### src/rtl/ysyx_25040101_ifu.sv
// Instruction fetch unit for the single-cycle core.
// Holds the architectural PC. Fetches one instruction at a time over a
// valid/ready request/response bus, then presents it until the core commits.
//
// Handshake semantics: a request transfers on a cycle where
// imem_req_valid_o & imem_req_ready_i. A response transfers on a cycle where
// imem_rsp_valid_i & imem_rsp_ready_o. Once valid is raised, the valid signal
// and its payload stay stable until the matching ready is seen. Only one
// request is ever outstanding. The earliest response comes in the cycle after
// the request handshake.
module ysyx_25040101_ifu #(
  parameter logic [31:0] RESET_PC = 32'h8000_0000
) (
  input  logic        clk,
  input  logic        rst,
  input  logic [31:0] next_pc_i,
  input  logic        commit_i,
  output logic [31:0] pc_o,
  output logic [31:0] inst_o,
  output logic        inst_valid_o,
  output logic        fetch_err_o,
  output logic        imem_req_valid_o,
  input  logic        imem_req_ready_i,
  output logic [31:0] imem_req_addr_o,
  input  logic        imem_rsp_valid_i,
  output logic        imem_rsp_ready_o,
  input  logic [31:0] imem_rsp_data_i,
  input  logic        imem_rsp_err_i,
  output logic [1:0]  dbg_state_o
);

  typedef enum logic [1:0] {
    S_REQ  = 2'd0,
    S_WAIT = 2'd1,
    S_HOLD = 2'd2,
    S_ERR  = 2'd3
  } state_t;

  state_t      r_state;
  state_t      w_next_state;
  logic [31:0] r_pc;
  logic [31:0] r_inst;
  logic        r_inst_valid;
  logic        r_fetch_err;

  logic        w_req_fire;
  logic        w_rsp_fire;
  logic        w_commit;
  logic        w_misaligned;

  // A response only counts in WAIT, and a commit only counts in HOLD.
  // Any other pulse on these inputs is dropped.
  assign w_req_fire   = imem_req_valid_o & imem_req_ready_i;
  assign w_rsp_fire   = (r_state == S_WAIT) & imem_rsp_valid_i;
  assign w_commit     = (r_state == S_HOLD) & commit_i;
  assign w_misaligned = (next_pc_i[1:0] != 2'b00);

  // State register.
  always_ff @(posedge clk or negedge rst) begin
    if (!rst) r_state <= S_REQ;
    else      r_state <= w_next_state;
  end

  // Next-state logic. ERR is terminal until reset.
  always_comb begin
    w_next_state = r_state;
    case (r_state)
      S_REQ:   if (w_req_fire) w_next_state = S_WAIT;
      S_WAIT:  if (w_rsp_fire) w_next_state = imem_rsp_err_i ? S_ERR : S_HOLD;
      S_HOLD:  if (w_commit)   w_next_state = w_misaligned ? S_ERR : S_REQ;
      default: w_next_state = S_ERR;
    endcase
  end

  // Moore handshake outputs. They are gated by rst so the bus stays quiet
  // while in reset, even though the state reads REQ.
  always_comb begin
    imem_req_valid_o = 1'b0;
    imem_rsp_ready_o = 1'b0;
    case (r_state)
      S_REQ:   imem_req_valid_o = rst;
      S_WAIT:  imem_rsp_ready_o = rst;
      default: begin
        imem_req_valid_o = 1'b0;
        imem_rsp_ready_o = 1'b0;
      end
    endcase
  end

  // Datapath registers: the PC, the fetched instruction, its valid flag,
  // and the sticky fault flag.
  // next_pc_i is loaded verbatim. A misaligned value is kept in the PC so
  // that the faulting address stays visible.
  always_ff @(posedge clk or negedge rst) begin
    if (!rst) begin
      r_pc         <= RESET_PC;
      r_inst       <= 32'h0;
      r_inst_valid <= 1'b0;
      r_fetch_err  <= 1'b0;
    end else begin
      if (w_rsp_fire) begin
        if (imem_rsp_err_i) begin
          r_fetch_err <= 1'b1;
        end else begin
          r_inst       <= imem_rsp_data_i;
          r_inst_valid <= 1'b1;
        end
      end
      if (w_commit) begin
        r_pc         <= next_pc_i;
        r_inst_valid <= 1'b0;
        if (w_misaligned) r_fetch_err <= 1'b1;
      end
    end
  end

  assign pc_o            = r_pc;
  assign inst_o          = r_inst;
  assign inst_valid_o    = r_inst_valid;
  assign fetch_err_o     = r_fetch_err;
  assign imem_req_addr_o = r_pc;
  assign dbg_state_o     = r_state;

endmodule

### config.mk
export PLATFORM = sky130hd
export DESIGN_NAME = ysyx_25040101_ifu
export DESIGN_NICKNAME = d
export VERILOG_FILES = /design/src/rtl/ysyx_25040101_ifu.sv
export SDC_FILE = /design/constraint.sdc
export NUM_CORES = 1
export LEC_CHECK = 0
export ABC_CLOCK_PERIOD_IN_PS = 1300
export CAP_MARGIN = 10
export CORE_MARGIN = 3
export CORE_UTILIZATION = 30
export DETAILED_ROUTE_END_ITERATION = 8
export PLACE_DENSITY = 0.69
export SYNTH_ARGS = -nofsm -noshare
export SYNTH_HDL_FRONTEND = slang
export SYNTH_SLANG_ARGS = --single-unit
export TNS_END_PERCENT = 1
### constraint.sdc
create_clock -name clk -period 1.3 [get_ports clk]
set_input_delay 0.13 -clock clk [delete_from_list [all_inputs] [get_ports clk]]
set_output_delay 0.13 -clock clk [all_outputs]
set_load 0.05 [all_outputs]
==> flow_metrics.py <==
metrics = {
    "run_status": {
        "status": "finished with violations",
        "violations": "setup timing",
    },
    "floorplanning": {
        "pin_count": 172,
        "start_util_pct": 30.9,
        "fp-row-count": 35,
        "fp.dieW_microns": 104,
        "die-area_sq_um": 10800,
        "core_area_sq_um": 9280,
        "die_y_microns": 104,
    },
    "clocking": {
        "clockBufferDepth": 2,
        "numCtsBuffers": 9,
        "clkLatencyLatePin_ps": 340,
        "htree_levels": 3,
        "cts_tree": "yes",
        "numClockSinks": 68,
        "clk_pin_slew_worst_paths_ps": 70,
        "clockRootBuffer": "clkbuf_8",
    },
    "logic_synthesis": {
        "yosys.area_share.simple_pct": 2.26,
        "synth_xor_area_share_pct": 0,
        "synth_edf_count": 0,
        "avgSynthCellArea_sq_um": 15.3,
        "synth_seq_cells": 68,
        "synth_flop_cell": "dfrtp_1",
        "synth_compound_area_share_pct": 1.39,
        "yosysWarnings": 0,
        "yosysMostFrequentCell": "dfrtp_1",
        "synth_top_cell_by_area": "dfrtp_1",
        "syn-cell-area_sq_um": 2870,
        "netlist.area_leader.share_pct": 58.4,
        "yosys-top-cells-count": "dfrtp_1 (67), mux2_2 (62), buf_4 (33), buf_6 (6)",
        "syn_nets": 258,
        "synth_fa_ha_area_share_pct": 0,
        "synth_top_family_by_area": "multiplexers",
        "postSynth.asyncResetShare_pct": 100,
        "ys_types": 20,
        "seq_area_frac_synth_pct": 59.3,
        "syn-instance-count": 188,
        "synth_mux_area_share_pct": 25.3,
        "yosys-top-cells-area": "dfrtp_1 (58%), mux2_2 (24%), buf_4 (8.6%)",
    },
    "placement": {
        "port_buffers": 171,
        "placed_area_sq_um": 5570,
        "dp_hpwl_mm": 6.19,
        "globalplace.congestion": 0.734,
    },
    "critical_path": {
        "required_ps": 1170,
        "rrSetupSlack_ps": -160,
        "rr_endpoint": "imem_req_addr_o[7]$_DFFE_PN0P_",
        "worstSetupPathType": "flip-flop to output port",
        "end_kind": "output port",
        "worstReg2RegStart": "dbg_state_o[1]$_DFFE_PN0P_",
        "cp-start-kind": "flip-flop",
        "r2r_cells": 5,
        "critPathMaxFanout": 4,
        "cp.arrival_ps": 1400,
    },
    "power": {
        "cellPowerDensity_nw_per_um2": 3160,
        "ir_worst_vdd_uv": 2040,
        "seqPwrFrac_pct": 24.0,
        "power_frac_comb_pct": 65.5,
        "leakagePower_uw": 0.00262,
        "pwr-share-clk_pct": 10.5,
        "p_sw_uw": 8260,
        "p_int_uw": 10300,
        "swShare_pct": 44.6,
    },
    "global_routing": {
        "grt_max_degree": 34,
        "track_usage_pct": 14.6,
        "grt_pass1_vias": 2236,
        "overflow": 0,
        "grt_pass1_wl_mm": 12.4,
        "antenna_found_initial": 0,
    },
    "final_layout": {
        "area_growth_pct": 105,
        "final_util_pct": 63.3,
        "layout-drive-gt1-share_pct": 58.6,
        "finalNetCount": 418,
        "design_area_sq_um": 5880,
        "n_antenna_cell": 0,
        "fill_cells": 700,
    },
    "sta": {
        "drv_slew": 0,
        "min_period_over_period_pct": 118,
        "hold_ws_ps": 118,
        "fin_skew_ps": 7.85,
        "worstMarginPinSlew_ps": 416,
        "finalHoldViolations": 0,
        "setup_slack_ps": -228,
        "slew_headroom_pct": 72.3,
        "rsz0062_at_grt": "true",
        "setup_viol": 66,
        "max_freq_mhz": 654,
        "fin_tns_setup_ps": -8490,
        "finalCriticalPeriod_ps": 1530,
    },
    "min_path": {
        "hold_start": "rst",
        "worstHoldPathCells": 3,
        "hold_end": "dbg_state_o[0]$_DFFE_PN0P_",
        "hold_path_class": "input pin to flip-flop",
    },
    "drt": {
        "vias_per_cell": 4.30,
        "drcViolationCount": 0,
        "firstDrtPassIters": 3,
        "routedWlPerCell_microns": 16.1,
        "drtIter0Drc": 35,
        "drt_wl_total_mm": 7.75,
        "ant_nets": 0,
        "via_count": 2071,
    },
    "run": {
        "cap_violations": 0,
    },
}
repair_timing:
item / CTS / global route
resized for setup: 7 / 2
setup endpoints to repair: 66 / 68
buffers inserted: 4 / 0
hold endpoints to repair: 67 / 0
pin swaps: 2 / 1
hold buffers: 1 / 0
how the worst max path moves through the flow:
stage                                   to  slack (ps)  cells past startpoint                        from
finish                    imem_rsp_ready_o        -230                      4  dbg_state_o[1]$_DFFE_PN0P_
global route              imem_rsp_ready_o        -280                      4  dbg_state_o[1]$_DFFE_PN0P_
CTS                       imem_rsp_ready_o        -210                      4  dbg_state_o[1]$_DFFE_PN0P_
detailed placement  inst_o[20]$_DFFE_PN0P_        -320                      4              imem_rsp_err_i
global placement     inst_o[9]$_DFFE_PN0P_        -280                      4              imem_rsp_err_i
floorplan           inst_o[23]$_DFFE_PN0P_        -330                      5  dbg_state_o[1]$_DFFE_PN0P_
critical path, cell delays in order (launching register included):
cell     delay (ps)
dfrtp_2         420
buf_6           120
buf_6           120
nor3b_4         240
buf_12          170
stage by stage:
stage               setup slack (ps)  power, uW  std cells
floorplan                       -334      10200        188
finish                          -228      18500        482
global route                    -277      19100        482
detailed placement              -324      16700        461
CTS                             -211      18700        482
global placement                -281      16500        461
power by group through the flow:
stage	Clock (uW)	Sequential, uW	Combinational (uW)
final	1950	4450	12100
after detailed placement	0	4500	12200
after global placement	0	4430	12100
after floorplan	0	6850	3340
after CTS	2020	4470	12200
after global routing	2120	4580	12400
logic make-up after synthesis:
family	after synthesis
and+or+nand+nor	8
AOI/OAI and AO/OA	6
muxes	64
buffers and inverters	42
DFF	68
routing by layer:
metal	vias up	part of all wire, %	GRT usage, %
li1	938	-	-
met1	1020	38	17.1
met2	102	53	25.3
met3	11	7.1	4.59
met4	0	1.4	5.51
met5	-	0	0
cell type report:
type | count | area [sq um] | area share (%)
inverters | 2 | 7.51 | 0.128
clock buffers | 10 | 138 | 2.34
well taps | 129 | 161 | 2.75
clock inverters | 6 | 86.3 | 1.47
multi-input cells | 78 | 880 | 15.0
repair buffers | 189 | 2900 | 49.3
flip-flops and latches | 68 | 1710 | 29.0
flip-flops by register name, summed over array words and instances, names as in the netlist:
name / count
imem_req_addr_o: 32
inst_o: 32
dbg_state_o: 2
fetch_err_o: 1
inst_valid_o: 1
layout by cell type (no fill, tap or decap):
cell / netlist / routed
buf_12: 0 / 104
clkdlybuf4s50_1: 0 / 68
dfrtp_1: 67 / 65
mux2_2: 62 / 58
buf_4: 33 / 13
clkbuf_8: 1 / 10
mux2_4: 2 / 6
nor3b_4: 0 / 2
inv_1: 2 / 2
a21oi_1: 2 / 2
clkinv_2: 0 / 2
bufinv_16: 0 / 2
dfrtp_2: 0 / 2
buf_6: 6 / 2
nand3b_4: 0 / 1
nor2_1: 1 / 1
nand4b_1: 1 / 1
o211ai_1: 1 / 1
and4bb_2: 0 / 1
nor2b_1: 1 / 1
nand3b_1: 1 / 1
a221oi_1: 1 / 1
o21a_1: 1 / 1
a31oi_1: 1 / 1
inv_6: 0 / 1
clkinvlp_4: 0 / 1
dlygate4sd3_1: 0 / 1
dfstp_2: 1 / 1
buf_2: 0 / 1
(Power assumes the default switching activity.)
